### config.mk
export PLATFORM = sky130hd
export DESIGN_NAME = micro_sequencer_flat
export DESIGN_NICKNAME = d
export VERILOG_FILES = /design/src/rtl/micro_sequencer_if.sv /design/src/rtl/micro_sequencer.sv /design/src/flat_wrapper.sv
export SDC_FILE = /design/constraint.sdc
export NUM_CORES = 1
export LEC_CHECK = 0
export CORE_MARGIN = 2
export CORE_UTILIZATION = 41
export DETAILED_ROUTE_END_ITERATION = 16
export PLACE_DENSITY = 0.86
export SYNTH_ARGS = -nofsm -noshare
export SYNTH_HDL_FRONTEND = slang
export SYNTH_SLANG_ARGS = --single-unit
### constraint.sdc
create_clock -name clk -period 3.6 [get_ports clk]
set_input_delay 0.72 -clock clk [delete_from_list [all_inputs] [get_ports clk]]
set_output_delay 0.72 -clock clk [all_outputs]
set_load 0.005 [all_outputs]
### src/rtl/micro_sequencer_if.sv
// Decode-to-sequencer handshake and micro-op output bundle.
// The decode/control side holds the master modport; the sequencer holds the slave modport.
interface micro_sequencer_if;
   logic        flush_pipeline;
   logic        in_valid;
   logic [91:0] idecode_cu_interface;
   logic        cu_stall;
   logic        seq_ready;
   logic        uop_valid;
   logic [7:0]  uop_addr;
   logic [2:0]  uop_index;
   logic        uop_last;
   logic [31:0] uop_instr;
   logic        uop_br_pred;
   logic [7:0]  uop_br_addr;
   logic [7:0]  uop_nt_addr;
   logic        busy;

   modport master (
      output flush_pipeline, in_valid, idecode_cu_interface, cu_stall,
      input  seq_ready, uop_valid, uop_addr, uop_index, uop_last,
             uop_instr, uop_br_pred, uop_br_addr, uop_nt_addr, busy
   );

   modport slave (
      input  flush_pipeline, in_valid, idecode_cu_interface, cu_stall,
      output seq_ready, uop_valid, uop_addr, uop_index, uop_last,
             uop_instr, uop_br_pred, uop_br_addr, uop_nt_addr, busy
   );
endinterface

### src/rtl/micro_sequencer.sv
// Expands each decoded instruction into ucnt+1 consecutive microcode ROM addresses.
// state  | meaning
// S_IDLE | no micro-op on the outputs; ready for a new entry unless stalled
// S_RUN  | emitting base+idx; new entry accepted only on the last micro-op
module micro_sequencer (
   input  logic              clk,
   input  logic              rst,
   micro_sequencer_if.slave  sif
);
   typedef enum logic {S_IDLE = 1'b0, S_RUN = 1'b1} state_t;

   state_t      state_q, state_n;
   logic [7:0]  base_q, base_n;
   logic [2:0]  cnt_q, cnt_n;
   logic [2:0]  idx_q, idx_n;
   logic [31:0] instr_q, instr_n;
   logic        pred_q, pred_n;
   logic [7:0]  br_addr_q, br_addr_n;
   logic [7:0]  nt_addr_q, nt_addr_n;

   logic [91:0] bus;
   logic [31:0] d_instr;
   logic [7:0]  d_uaddr;
   logic [2:0]  d_ucnt;
   logic [7:0]  d_nt_addr;
   logic [7:0]  d_br_addr;
   logic        d_pred;
   logic        unused_bits;

   assign bus         = sif.idecode_cu_interface;
   assign d_instr     = bus[31:0];
   assign d_uaddr     = bus[39:32];
   assign d_ucnt      = bus[42:40];
   assign d_nt_addr   = bus[82:75];
   assign d_br_addr   = bus[90:83];
   assign d_pred      = bus[91];
   assign unused_bits = ^bus[74:43];

   logic active, last, ready, accept;

   assign active = (state_q == S_RUN);
   assign last   = active && (idx_q == cnt_q);
   assign ready  = !sif.cu_stall && (!active || last);
   assign accept = sif.in_valid && ready && !sif.flush_pipeline;

   always_ff @(posedge clk or posedge rst) begin
      if (rst) begin
         state_q   <= S_IDLE;
         base_q    <= '0;
         cnt_q     <= '0;
         idx_q     <= '0;
         instr_q   <= '0;
         pred_q    <= 1'b0;
         br_addr_q <= '0;
         nt_addr_q <= '0;
      end else begin
         state_q   <= state_n;
         base_q    <= base_n;
         cnt_q     <= cnt_n;
         idx_q     <= idx_n;
         instr_q   <= instr_n;
         pred_q    <= pred_n;
         br_addr_q <= br_addr_n;
         nt_addr_q <= nt_addr_n;
      end
   end

   always_comb begin
      state_n   = state_q;
      base_n    = base_q;
      cnt_n     = cnt_q;
      idx_n     = idx_q;
      instr_n   = instr_q;
      pred_n    = pred_q;
      br_addr_n = br_addr_q;
      nt_addr_n = nt_addr_q;
      if (sif.flush_pipeline) begin
         // Flush keeps the latched instruction/branch fields for later inspection.
         state_n = S_IDLE;
         idx_n   = '0;
      end else if (accept) begin
         instr_n   = d_instr;
         pred_n    = d_pred;
         br_addr_n = d_br_addr;
         nt_addr_n = d_nt_addr;
         idx_n     = '0;
         if (d_uaddr != 8'hFF) begin
            state_n = S_RUN;
            base_n  = d_uaddr;
            cnt_n   = d_ucnt;
         end else begin
            state_n = S_IDLE;
         end
      end else if (active && !sif.cu_stall) begin
         if (idx_q < cnt_q) begin
            idx_n = idx_q + 3'd1;
         end else begin
            state_n = S_IDLE;
            idx_n   = '0;
         end
      end
   end

   assign sif.seq_ready   = ready;
   assign sif.uop_valid   = active;
   assign sif.uop_addr    = base_q + {5'b0, idx_q};
   assign sif.uop_index   = idx_q;
   assign sif.uop_last    = last;
   assign sif.busy        = active && !last;
   assign sif.uop_instr   = instr_q;
   assign sif.uop_br_pred = pred_q;
   assign sif.uop_br_addr = br_addr_q;
   assign sif.uop_nt_addr = nt_addr_q;
endmodule

### src/flat_wrapper.sv
// flat-port wrapper written by rule: the top's interface ports become plain ports
module micro_sequencer_flat 
  (clk, rst, sif_flush_pipeline, sif_in_valid, sif_idecode_cu_interface, sif_cu_stall, sif_seq_ready, sif_uop_valid, sif_uop_addr, sif_uop_index, sif_uop_last, sif_uop_instr, sif_uop_br_pred, sif_uop_br_addr, sif_uop_nt_addr, sif_busy);
  micro_sequencer_if sif_i ();
  input  logic clk;
  input  logic rst;
  input wire logic [$bits(sif_i.flush_pipeline)-1:0] sif_flush_pipeline;
  input wire logic [$bits(sif_i.in_valid)-1:0] sif_in_valid;
  input wire logic [$bits(sif_i.idecode_cu_interface)-1:0] sif_idecode_cu_interface;
  input wire logic [$bits(sif_i.cu_stall)-1:0] sif_cu_stall;
  output wire logic [$bits(sif_i.seq_ready)-1:0] sif_seq_ready;
  output wire logic [$bits(sif_i.uop_valid)-1:0] sif_uop_valid;
  output wire logic [$bits(sif_i.uop_addr)-1:0] sif_uop_addr;
  output wire logic [$bits(sif_i.uop_index)-1:0] sif_uop_index;
  output wire logic [$bits(sif_i.uop_last)-1:0] sif_uop_last;
  output wire logic [$bits(sif_i.uop_instr)-1:0] sif_uop_instr;
  output wire logic [$bits(sif_i.uop_br_pred)-1:0] sif_uop_br_pred;
  output wire logic [$bits(sif_i.uop_br_addr)-1:0] sif_uop_br_addr;
  output wire logic [$bits(sif_i.uop_nt_addr)-1:0] sif_uop_nt_addr;
  output wire logic [$bits(sif_i.busy)-1:0] sif_busy;
  assign sif_i.flush_pipeline = sif_flush_pipeline;
  assign sif_i.in_valid = sif_in_valid;
  assign sif_i.idecode_cu_interface = sif_idecode_cu_interface;
  assign sif_i.cu_stall = sif_cu_stall;
  assign sif_seq_ready = sif_i.seq_ready;
  assign sif_uop_valid = sif_i.uop_valid;
  assign sif_uop_addr = sif_i.uop_addr;
  assign sif_uop_index = sif_i.uop_index;
  assign sif_uop_last = sif_i.uop_last;
  assign sif_uop_instr = sif_i.uop_instr;
  assign sif_uop_br_pred = sif_i.uop_br_pred;
  assign sif_uop_br_addr = sif_i.uop_br_addr;
  assign sif_uop_nt_addr = sif_i.uop_nt_addr;
  assign sif_busy = sif_i.busy;
  micro_sequencer u_core (.clk(clk), .rst(rst), .sif(sif_i));
endmodule
---- Word level (Yosys, flattened, before mapping) ----
Index checks and enable logic that the tools add are counted.
Widths: inputs -> output; s select.
storage, ports and cells
  register bits after elaboration ......... 64
  bits of input ports ..................... 97
  logic and storage cells ................. 39
operators by class
  add/sub/neg operators ................... 2
  $lt $le $gt $ge ......................... 1
  eq/ne operators ......................... 3
  muxes and demuxes ....................... 9
  bitwise operators ....................... 1
  reduce and logical (&&, ||, !) cells .... 15
operators by type and width
  operator             count
  $mux 3               4
  $add 8x3->8          1
  $ne 8x8->1 const B   1
  $logic_and 1x1->1    6
  $mux 1               5
  $logic_not 1->1      4
  $reduce_and 2->1     2
  $add 3x1->3 const B  1
  $eq 3x3->1           1
  $lt 3x3->1           1
  $ne 3x2->1 const B   1
  $reduce_and 3->1     1
  $reduce_bool 3->1    1
  $logic_or 1x1->1     1
  $not 1->1            1

---- Longest topological paths before layout ----
Gate-level depths: netlist (run 1).
  depth after elaboration ................. 8
  depth in mapped cells ................... 8

---- Worst setup path before layout (run 1) ----
OpenSTA, ideal clock, no wires.
  path type ............................... reg-to-output
  start ................................... register u_core.idx_q[0] (netlist: u_core.sif.uop_index[0])
  end ..................................... output port sif_uop_addr[6]
  arrival time ............................ 1566 ps
  path slack .............................. 1314 ps
  stages on the path, launching flop included .. 7
  cell sequence ........................... dfrtp_1 > ha_1 > fa_1 > a21oi_1 > nor2b_1 > and3_1 > xor2_1
on the way
  word-level cells in the longest chain between the ends .. 1
ends and longest elaborated chain
  item                      line                    RTL
  start: declaration        micro_sequencer.sv:15   logic [2:0] idx_q, idx_n;
  start signal: assignment  micro_sequencer.sv:60   idx_q <= idx_n;
  $add 8x3->8               micro_sequencer.sv:106  assign sif.uop_addr = base_q + {5'b0, idx_q};
  end: declaration          flat_wrapper.sv:13      output wire logic [$bits(sif_i.uop_addr)-1:0] sif_uop_addr;
No other way between the ends.

---- Worst setup path in the final report (run 1) ----
Same ends and word-level chain as after synthesis.

==> results of run 1 <==
-- how the worst max path moves through the flow --
stage	endpoint	startpoint
6_report	sif_uop_addr[6]	u_core.sif.uop_index[0]
5_1_grt	sif_uop_addr[6]	u_core.sif.uop_index[0]
4_1_cts	sif_uop_addr[6]	u_core.sif.uop_index[0]
3_5_place_dp	sif_uop_addr[6]	u_core.sif.uop_index[0]
3_3_place_gp	sif_uop_addr[6]	u_core.sif.uop_index[0]
2_1_floorplan	u_core.base_q[0]	rst
-- logic make-up (layout without fill, tap and decap cells) --
family	Yosys count	in the layout	share of synthesized area, %
compound gates	16	16	4.61
xor+xnor	6	6	1.90
fa+ha+maj	8	8	3.89
buf+inv	14	153	2.67
flops	64	64	57.9
mux	58	58	24.6
simple gates	23	23	4.48
-- per-stage QoR --
step / cell area, µm² / util, % / hold WS (ns) / instances
floorplan: 2770 / - / 0.475 / 189
global placement: 4120 / 64.1 / 0.486 / 390
detailed placement: 4120 / 64.1 / 0.494 / 390
CTS: 4340 / 67.6 / 0.510 / 405
global route: 4340 / 67.6 / 0.517 / 405
finish: 4340 / 67.6 / 0.505 / 405
-- cell usage after synthesis, drive strengths merged, types with 2 or more instances --
library cell / count / area [µm²]
o21ai: 2 / 10.0
dfrtp: 64 / 1600
a21oi: 2 / 10.0
nor2b: 4 / 25.0
xor2: 5 / 43.8
o21a: 3 / 30.0
buf: 7 / 47.5
nand4: 3 / 18.8
nand2: 5 / 18.8
o32a: 2 / 20.0
ha: 7 / 87.6
nor2: 5 / 18.8
and3: 2 / 17.5
mux2: 58 / 679
inv: 7 / 26.3
-- sequential cells by signal, indices dropped and copies added, names as in the netlist --
name and flops:
u_core.base_q 8, u_core.cnt_q 3, u_core.sif.uop_br_addr 8, u_core.sif.uop_br_pred 1, u_core.sif.uop_index 3, u_core.sif.uop_instr 32, u_core.sif.uop_nt_addr 8, u_core.sif.uop_valid 1
-- per-layer routing --
| layer | track usage (%) | up-vias | wire length [µm] | share of wire, % |
|---|---|---|---|---|
| met3 | 7.80 | 9 | 632 | 10 |
| met1 | 20.1 | 984 | 2390 | 39 |
| li1 | - | 936 | - | - |
| met5 | 0 | - | 0 | 0 |
| met4 | 7.94 | 0 | 96 | 1.6 |
| met2 | 28.9 | 89 | 3040 | 49 |
-- power by group through the flow --
stage | combinational (mW) | clock [mW] | sequential, mW
5_1_grt | 0.931 | 0.731 | 1.06
6_report | 0.855 | 0.679 | 1.03
3_5_place_dp | 0.863 | 0 | 1.05
3_3_place_gp | 0.845 | 0 | 1.03
2_1_floorplan | 0.316 | 0 | 1.04
4_1_cts | 0.870 | 0.700 | 1.04
-- area by class of cell --
type / count / area, µm²
flip-flops and latches: 64 / 1600
well taps: 77 / 96.3
repair buffers: 131 / 1300
multi-input cells: 111 / 1090
fillers: 452 / 2080
clock buffers: 12 / 155
clock inverters: 3 / 65.1
inverters: 7 / 26.3
==> flow_summary.yaml, run 1 <==
critical_path:
  rrSetupSlack_ns: 1.25
  r2r-end: "u_core.base_q[7]"
  cpLargestDelayFamily: "adder cells"
  crit_fanout: 6
  crit_arrival_ns: 2.49
  r2r_start: "u_core.sif.uop_index[1]"
  worst_setup_path_start_kind: "flop"
  crit_chain: "ha_1, fa_1, a21oi_1, nor2b_1, and3_1, xor2_1, clkdlybuf4s50_1"
  path_depth: 7
  slowest_stage: "clkdlybuf4s50_1"
  end_kind: "output port"
  critPathBufInv: 1
  crit_required_ns: 2.88
  slowest_delay_ns: 0.51
  r2r_cells: 6
  path_class: "flop to output port"
timing:
  tns_ns: 0
  finalHoldViolCount: 0
  finClkSkew_ns: 0.00588
  finalCritPeriodShare_pct: 89.3
  rsz0062_at_grt: "false"
  slew_viol_final: 0
  slew_headroom_pct: 48.1
  final-setup-viol-count: 0
  fin_crit_ns: 3.21
  timing.fmax_mhz: 311
  finalWorstSetupSlack_ns: 0.385
  worstMarginPinSlew_ns: 0.778
cells_and_area:
  mostFrequentLayoutCells: "128 x clkdlybuf4s50_1, 64 x dfrtp_1, 51 x mux2_2, 11 x clkbuf_8"
  nets: 429
  drive_gt1_share_pct: 24.4
  n_antenna_cell: 0
  layout_commonest_cell: "clkdlybuf4s50_1"
  syn2layout_area_growth_pct: 56.9
global_routing:
  grt_usage_pct: 17.7
  grt_max_degree: 65
  grt_pass1_wl_um: 10200
  antenna_found_initial: 0
  grt_overflow: 0
  grt_pass1_vias: 2234
detailed_routing:
  drtAntennaViolNets: 0
  vias: 2018
  drtIter0Drc: 64
  via_per_inst: 4.98
  wl_um: 6160
  drt_pre_antenna_iters: 4
  routedWlPerCell_um: 15.2
  drc: 0
logic_synthesis:
  synthCells: 189
  synthDistinctLibCells: 32
  synth_edf_count: 0
  synth.net_count: 294
  ys_ff_latch: 64
  postSynth.asyncResetShare_pct: 100
  ys.flop_type: "dfrtp_1"
  ys_seq_area_share_pct: 57.9
  syn_area_um2: 2770
  yosys_warnings: 0
  syn_area_per_cell_um2: 14.6
power_and_ir_drop:
  switching_share_pct: 24.3
  vdd_ir_drop_max_v: 0.000340
  power_frac_seq_pct: 40.2
  p_comb_share_pct: 33.3
  internal-power_mw: 1.94
  p_total_mw: 2.56
  p_per_area_nw_per_um2: 591
  switching_power_mw: 0.623
  clkPwrFrac_pct: 26.5
  cellLeakagePower_nw: 1.83
floorplanning:
  die_h_um: 86.1
  num_io_pins: 161
  dieArea_um2: 7420
  die_x_um: 86.1
  core_area_um2: 6420
  rows: 29
  start_util_pct: 43.1
place:
  dp.final_hpwl_um: 4510
  port_buffers: 128
  gp_congestion: 0.765
  dp_slack_ns: 0.715
clocking:
  clkTransAtPathRegs_ns: 0.06
  h-tree-depth: 3
  cts_tree: "done"
  hold_buffers: 0
  insertion_delay_ns: 0.33
  clock_path_buffers: 2
  cts_setup_buffers: 0
  clock_sinks: 64
  cts_resized: 0
  numCtsBuffers: 9
  cts_root_buffer: "clkbuf_8"
hold_path:
  hold_start: "u_core.sif.uop_instr[29]"
  whs_endpoint: "u_core.sif.uop_instr[29]"
  holdPathStages: 1
  hold_class: "flop to flop"
status:
  status: "finished clean"
flow_run:
  cap_violations: 0
Power figures use the tool's default switching activity.
==> run 2, diff against run 1 <==
--- a/config.mk
+++ b/config.mk
@@ -5,10 +5,9 @@
 export SDC_FILE = /design/constraint.sdc
 export NUM_CORES = 1
 export LEC_CHECK = 0
-export CORE_MARGIN = 2
-export CORE_UTILIZATION = 41
+export CORE_UTILIZATION = 40
 export DETAILED_ROUTE_END_ITERATION = 16
-export PLACE_DENSITY = 0.86
+export PLACE_DENSITY = 0.84
 export SYNTH_ARGS = -nofsm -noshare
 export SYNTH_HDL_FRONTEND = slang
 export SYNTH_SLANG_ARGS = --single-unit
==> run 2 against run 1 <==
Against the previous run: flip-flop and latch count is the same; first-iteration DRC count shrank 9.4%; non-clock buffer count stayed put; clock skew grew 0.0031 ns; worst hold slack better by 0.00073 ns; critical path type unchanged; final area is 0.81% lower.
==> flow_summary.yaml, run 2 (synthesized netlist as in run 1, its figures left out) <==
cells_and_area:
  drive_gt1_share_pct: 24.4
  final_cell_count_no_fill: 405
  fill_cells: 512
  syn2layout_area_growth_pct: 55.6
  layout_commonest_cell: "clkdlybuf4s50_1"
  multi_input_area_um2: 1090
  regArea_um2: 1600
  largest_reg_flops: 32
  mostFrequentLayoutCells: "128 x clkdlybuf4s50_1, 64 x dfrtp_1, 51 x mux2_2, 11 x clkbuf_8"
  nets: 429
  postLayoutCoreUtil_pct: 66.3
  n_antenna_cell: 0
power_and_ir_drop:
  p_total_mw: 2.43
  cellLeakagePower_nw: 1.82
  vdd_ir_drop_max_v: 0.000374
  p_per_area_nw_per_um2: 564
global_routing:
  grt_max_degree: 34
  grt_pass1_wl_um: 10100
  grt_pass1_vias: 2159
  met2_usage_pct: 30.9
  met3_usage_pct: 6.42
  grt_overflow: 0
  antenna_found_initial: 0
  use_met1_pct: 20.7
  grt_usage_pct: 18.3
  top_usage_layer: "met2"
place:
  gp_congestion: 0.752
  port_buffers: 128
  dp.final_hpwl_um: 4520
  dp_cells: 390
critical_path:
  cp-endpoint: "sif_uop_addr[6]"
  crit_required_ns: 2.88
  startpoint: "u_core.sif.uop_index[0]"
  worst_setup_path_start_kind: "flop"
  path_class: "flop to output port"
  r2r-end: "u_core.cnt_q[2]"
  rrSetupSlack_ns: 1.31
  crit_arrival_ns: 2.53
  r2r_start: "u_core.sif.uop_index[1]"
  end_kind: "output port"
  r2r_cells: 6
  crit_fanout: 6
clocking:
  insertion_delay_ns: 0.33
  hold_buffers: 0
  h-tree-depth: 3
  clkTransAtPathRegs_ns: 0.07
  cts_root_buffer: "clkbuf_8"
  clock_path_buffers: 2
  cts_setup_buffers: 0
  numCtsBuffers: 9
  cts_tree: "done"
  cts_resized: 0
  clock_sinks: 64
detailed_routing:
  drc: 0
  drtAntennaViolNets: 0
  vias: 2032
  via_per_inst: 5.02
  wl_um: 6090
  drtIter0Drc: 58
  drt_pre_antenna_iters: 4
  routedWlPerCell_um: 15.0
timing:
  finalCritPeriodShare_pct: 90.3
  timing.fmax_mhz: 308
  finalHoldViolCount: 0
  finClkSkew_ns: 0.00900
  worstMarginPinSlew_ns: 0.693
  fin_crit_ns: 3.25
  final-setup-viol-count: 0
  tns_ns: 0
  slew_headroom_pct: 53.7
  slew_viol_final: 0
  rsz0062_at_grt: "false"
floorplanning:
  core_area_um2: 6490
  rows: 29
  die_x_um: 85.2
  dieArea_um2: 7250
  num_io_pins: 161
  die_h_um: 85.2
  start_util_pct: 42.6
flow_run:
  cap_violations: 0
status:
  status: "finished clean"
hold_path:
  holdPathStages: 1
  hold_class: "flop to flop"
==> run 2: how the worst min path moves through the flow <==
stage	to	startpoint
floorplan	u_core.base_q[0]	u_core.base_q[0]
global placement	u_core.sif.uop_br_addr[6]	u_core.sif.uop_br_addr[6]
detailed placement	u_core.sif.uop_br_addr[7]	u_core.sif.uop_br_addr[7]
CTS	u_core.sif.uop_br_addr[7]	u_core.sif.uop_br_addr[7]
global route	u_core.sif.uop_instr[17]	u_core.sif.uop_instr[17]
finish	u_core.sif.uop_instr[6]	u_core.sif.uop_instr[6]
==> run 2: per-layer routing <==
metal,vias to the layer above,share of wire [%]
li1,934,-
met1,996,40
met2,93,49
met3,9,8.8
met4,0,1.8
met5,-,0
==> run 2: worst max-delay path: stages, from the launching register on <==
cell	delay, ns
dfrtp_1	0.45
ha_1	0.26
fa_1	0.41
a21oi_1	0.15
nor2b_1	0.08
and3_1	0.19
xor2_1	0.13
clkdlybuf4s50_1	0.52
==> run 2: layout make-up <==
class / count / area share (%)
tap: 77 / 2.24
sequential: 64 / 37.2
timing repair buffer: 131 / 30.6
clock inverter: 3 / 0.407
inverter: 7 / 0.610
clock buffer: 12 / 3.60
multi-input combinational: 111 / 25.3
==> run 2: where the power goes <==
group | internal, mW | leakage, nW | switching, mW | total (mW)
clock | 0.281 | 0.0882 | 0.259 | 0.540
combinational | 0.606 | 0.967 | 0.252 | 0.858
sequential | 0.914 | 0.760 | 0.115 | 1.03
total | 1.80 | 1.82 | 0.626 | 2.43
==> run 2: stage by stage <==
stage | hold WS, ns | setup WS, ns | area [µm²]
floorplan | 0.475 | 1.28 | 2770
global placement | 0.489 | 0.735 | 4130
detailed placement | 0.495 | 0.690 | 4130
CTS | 0.511 | 0.319 | 4300
global route | 0.530 | 0.187 | 4300
finish | 0.506 | 0.350 | 4300
==> run 3, diff against run 2 <==
--- a/config.mk
+++ b/config.mk
@@ -7,7 +7,9 @@
 export LEC_CHECK = 0
 export CORE_UTILIZATION = 40
 export DETAILED_ROUTE_END_ITERATION = 16
+export GPL_TIMING_DRIVEN = 0
 export PLACE_DENSITY = 0.84
+export SLEW_MARGIN = 15
 export SYNTH_ARGS = -nofsm -noshare
 export SYNTH_HDL_FRONTEND = slang
 export SYNTH_SLANG_ARGS = --single-unit
==> run 3 against run 2 <==
Against the previous run: worst hold slack worse by 0.0024 ns; sequential share of layout area down 0.30 points; largest power group unchanged; final area up 0.81%; highest routed layer unchanged; flip-flop and latch count unchanged.
==> flow_summary.yaml, run 3 (synthesized netlist as in run 1, its figures left out) <==
cells_and_area:
  n_antenna_cell: 0
  drive_gt1_share_pct: 25.2
  postLayoutCoreUtil_pct: 66.8
  mostFrequentLayoutCells: "128 x clkdlybuf4s50_1, 64 x dfrtp_1, 51 x mux2_2, 11 x clkbuf_8"
  largest_reg_flops: 32
  syn2layout_area_growth_pct: 56.9
  final_cell_count_no_fill: 410
  nets: 434
  layout_commonest_cell: "clkdlybuf4s50_1"
clocking:
  hold_buffers: 0
  clock_sinks: 64
  h-tree-depth: 3
  cts_root_buffer: "clkbuf_8"
  cts_setup_buffers: 0
  cts_tree: "done"
  clkTransAtPathRegs_ns: 0.07
  cts_resized: 0
  numCtsBuffers: 9
  insertion_delay_ns: 0.32
  clock_path_buffers: 2
power_and_ir_drop:
  cellLeakagePower_nw: 1.85
  p_per_area_nw_per_um2: 560
  vdd_ir_drop_max_v: 0.000403
  p_total_mw: 2.43
timing:
  fin_crit_ns: 3.21
  finalCritPeriodShare_pct: 89.1
  worst_hold_slack_ns: 0.503
  worstMarginPinSlew_ns: 0.477
  slew_viol_final: 0
  final-setup-viol-count: 0
  tns_ns: 0
  slew_headroom_pct: 67.9
  timing.fmax_mhz: 312
  finalHoldViolCount: 0
  finClkSkew_ns: 0.0103
  rsz0062_at_grt: "false"
floorplanning:
  rows: 29
  num_io_pins: 161
  dieArea_um2: 7250
  core_area_um2: 6490
  start_util_pct: 42.6
  die_x_um: 85.2
  die_h_um: 85.2
place:
  dp_cells: 395
  dp.final_hpwl_um: 4670
  gp_congestion: 0.755
  port_buffers: 128
detailed_routing:
  vias: 2020
  drtIter0Drc: 47
  drc: 0
  wl_um: 6080
  routedWlPerCell_um: 14.8
  drtAntennaViolNets: 0
  drt_pre_antenna_iters: 6
  via_per_inst: 4.93
global_routing:
  grt_pass1_vias: 2277
  grt_max_degree: 38
  grt_usage_pct: 18.1
  antenna_found_initial: 0
  grt_overflow: 0
  grt_pass1_wl_um: 10300
flow_run:
  cap_violations: 0
critical_path:
  crit_arrival_ns: 2.49
  path_class: "flop to output port"
  crit_fanout: 6
  worst_setup_path_start_kind: "flop"
  end_kind: "output port"
  crit_required_ns: 2.88
hold_path:
  hold_class: "flop to flop"
status:
  status: "finished clean"
-- run 3: cell count changes in the layout (fill, tap and decap cells not counted) --
cell     before  now
o211a_2       1    0
inv_4         0    1
buf_6         0    2
buf_2         0    5
inv_2         1    0
o211a_1       0    1
buf_4         2    0
-- run 3: path summary, 6_finish.rpt --
| check | from | end | slack, ns | cells after the start |
|---|---|---|---|---|
| setup / recovery | u_core.sif.uop_index[0] | sif_uop_addr[6] | 0.39 | 7 |
| hold / removal | u_core.sif.uop_instr[6] | u_core.sif.uop_instr[6] | 0.50 | 1 |
| setup reg to reg | u_core.sif.uop_index[0] | u_core.sif.uop_index[1] | 1.56 | 6 |
| hold reg to reg | u_core.sif.uop_instr[6] | u_core.sif.uop_instr[6] | 0.50 | 1 |
| max in group asynchronous | rst | u_core.base_q[2] | 2.36 | 3 |
| min in group asynchronous | rst | u_core.sif.uop_nt_addr[4] | 0.72 | 2 |
-- run 3: layout make-up --
cell class	instances	area, µm²
fillers	507	2160
clock buffers	12	155
inverters	7	28.8
well taps	77	96.3
flip-flops and latches	64	1600
plain buffers	7	47.5
repair buffers	129	1300
multi-input cells	111	1090
clock inverters	3	17.5
-- run 3: layer usage --
metal	vias up	track usage (%)	share of wire, %
met3	4	6.23	8.0
li1	952	-	-
met4	0	6.01	0.72
met1	987	21.6	41
met5	-	0	0
met2	77	30.7	50
-- run 3: metrics by stage --
stage	setup WS (ns)	area, µm²
floorplan	1.28	2770
global placement	0.196	4140
detailed placement	0.716	4170
CTS	0.358	4340
global route	0.230	4340
finish	0.393	4340
-- run 3: report_power, final --
group          leakage, nW  total (mW)  switching [mW]  internal, mW
logic                 1.00       0.861           0.252         0.609
registers            0.760        1.03           0.117         0.914
clock network       0.0882       0.536           0.255         0.282
total                 1.85        2.43           0.623          1.81
-- run 3: worst max-delay path: stages (launching register included) --
cell and delay (ns):
dfrtp_1 0.46, ha_1 0.26, fa_1 0.41, a21oi_1 0.14, nor2b_1 0.07, and3_1 0.18, xor2_1 0.13, clkdlybuf4s50_1 0.51
==> patch (config.mk and constraints of run 2) <==
Reset style: synchronous (`rst`), changed in one clocked block.
--- a/src/rtl/micro_sequencer.sv
+++ b/src/rtl/micro_sequencer.sv
@@ -43,7 +43,7 @@
    assign ready  = !sif.cu_stall && (!active || last);
    assign accept = sif.in_valid && ready && !sif.flush_pipeline;
 
-   always_ff @(posedge clk or posedge rst) begin
+   always_ff @(posedge clk) begin
       if (rst) begin
          state_q   <= S_IDLE;
          base_q    <= '0;
Behaviour: differs if rst is asserted again (counterexample within 4 cycles, from zero or initial values and one cycle with rst high); with rst held inactive, the same outputs for 10 cycles.
==> patch against run 2 <==
Sequential cell count unchanged. Synthesized area shrank 7.4%. Clock skew is 3.8 ps higher. Wire length rose by 8.4%. Global-route usage up 1.8 points. Setup slack improved by 220 ps. First-iteration DRC count increased by 24%. Highest routed layer unchanged. Cell area down 5.3%. Non-clock buffer count increased by 1. Synthesized cell count increased by 67%. Maximum frequency is 7.2% higher. Sequential share of layout area fell by 5.8 points. Final cell count increased by 28%.
Power is not compared: it rests on default switching activity, and its combinational part moved more than twofold at a synthesized area within 25%.
==> patch: results (changes against run 2) <==
first-pass GRT wire length 10,300 um (was 10,100 um); Data buffer area share 32.0% (was 30.6%); Mapped Area 0.00256 sq mm (was 0.00277 sq mm); worst hold slack 454 ps (was 506 ps); syn_nets 421 (was 294); metal1 wirelength 2620 um (was 2430 um); area of the multi-input gates 0.00116 sq mm (was 0.00109 sq mm); average wire per standard cell 12.7 um (was 15.0 um); Post-DP HPWL 4750 um (was 4520 um); Multi-input comb cells 226 (was 111); fraction of area in multi-input gates 28.4% (was 25.3%); worst path arrival time 2310 ps (was 2530 ps); Final Skew 12.8 ps (was 9.00 ps); post-synth cell types 33 (was 32); largest net degree at the start of global routing 47 (was 34); clk tree area frac 5.40% (was 4.01%); Inst Count DP 502 (was 390); inverter count 5 (was 7); layout cell share with drive strength beyond 1 5.64% (was 24.4%); Setup crit start u_core.sif.uop_index[0] (unchanged); Placed Area 0.00386 sq mm (was 0.00413 sq mm); CP max FO 5 (was 6); Tcrit/Tclk final 84.3% (was 90.3%); storage element area 0.00128 sq mm (was 0.00160 sq mm); flop-to-flop setup slack 1350 ps (was 1310 ps); WHS Path Cells 2 (was 1); Non-clk bufs 132 (was 131); routed via count 2,575 (was 2,032); DRT iter0 DRCs 72 (was 58); CLK BUF 11 (was 12); Synth top cells by count nand2_1 (103), dfxtp_1 (64), a21oi_1 (60) (was dfrtp_1 (64), mux2_2 (51), ha_1 (7), inv_1 (7), mux2_4 (7)); dpl ws 849 ps (was 690 ps); Fillers 521 (was 512); R2R depth 7 (was 6); DR WL met3 509 um (was 533 um); metal2 WL 3400 um (was 3010 um); FFs w/ async S/R, synth 0% (was 100%); Seq/Total Area, Yosys 50.0% (was 57.9%); top area cells in the synthesized netlist dfxtp_1 (50%), nand2_1 (15%), a21oi_1 (12%), ha_1 (3.4%), nand3_1 (1.8%) (was dfrtp_1 (58%), mux2_2 (21%), mux2_4 (3.8%), ha_1 (3.2%), xor2_1 (1.6%)); GRT met1 Usage 20.4% (was 20.7%); Placer Congestion 0.769 (was 0.752); hold path startpoint u_core.sif.uop_instr[13] (was u_core.sif.uop_instr[6]); status finished clean (unchanged); Mean Syn Cell Area 8.11 sq um (was 14.6 sq um); vias in the first global route 2,487 (was 2,159); GRT Overall Usage 20.1% (was 18.3%); ys flop type dfxtp_1 (was dfrtp_1)
-- patch: logic make-up (layout without fill, tap and decap cells) --
family | after synthesis | count (layout) | share of synthesized area, %
AO/OA/AOI/OAI | 77 | 77 | 16.4
XOR/XNOR | 8 | 8 | 2.74
adder cells (fa/ha/maj) | 8 | 8 | 4.20
buffers and inverters | 26 | 153 | 5.18
flip-flops | 64 | 64 | 50.0
multiplexers | 1 | 1 | 0.391
AND/OR/NAND/NOR | 132 | 132 | 21.1
-- patch: worst min-delay path: cells and delay by family (launching register included) --
family           cells  cell delay (ps)
AO/OA/AOI/OAI        1               50
flip-flops           1              310
AND/OR/NAND/NOR      1               50
-- patch: power by group through the flow --
stage | Combinational, W | Clock [W] | Sequential (W)
floorplan | 0.0000631 | 0 | 0.000760
CTS | 0.000191 | 0.000696 | 0.000744
finish | 0.000190 | 0.000676 | 0.000744
detailed placement | 0.000190 | 0 | 0.000760
global placement | 0.000188 | 0 | 0.000758
global route | 0.000207 | 0.000728 | 0.000746
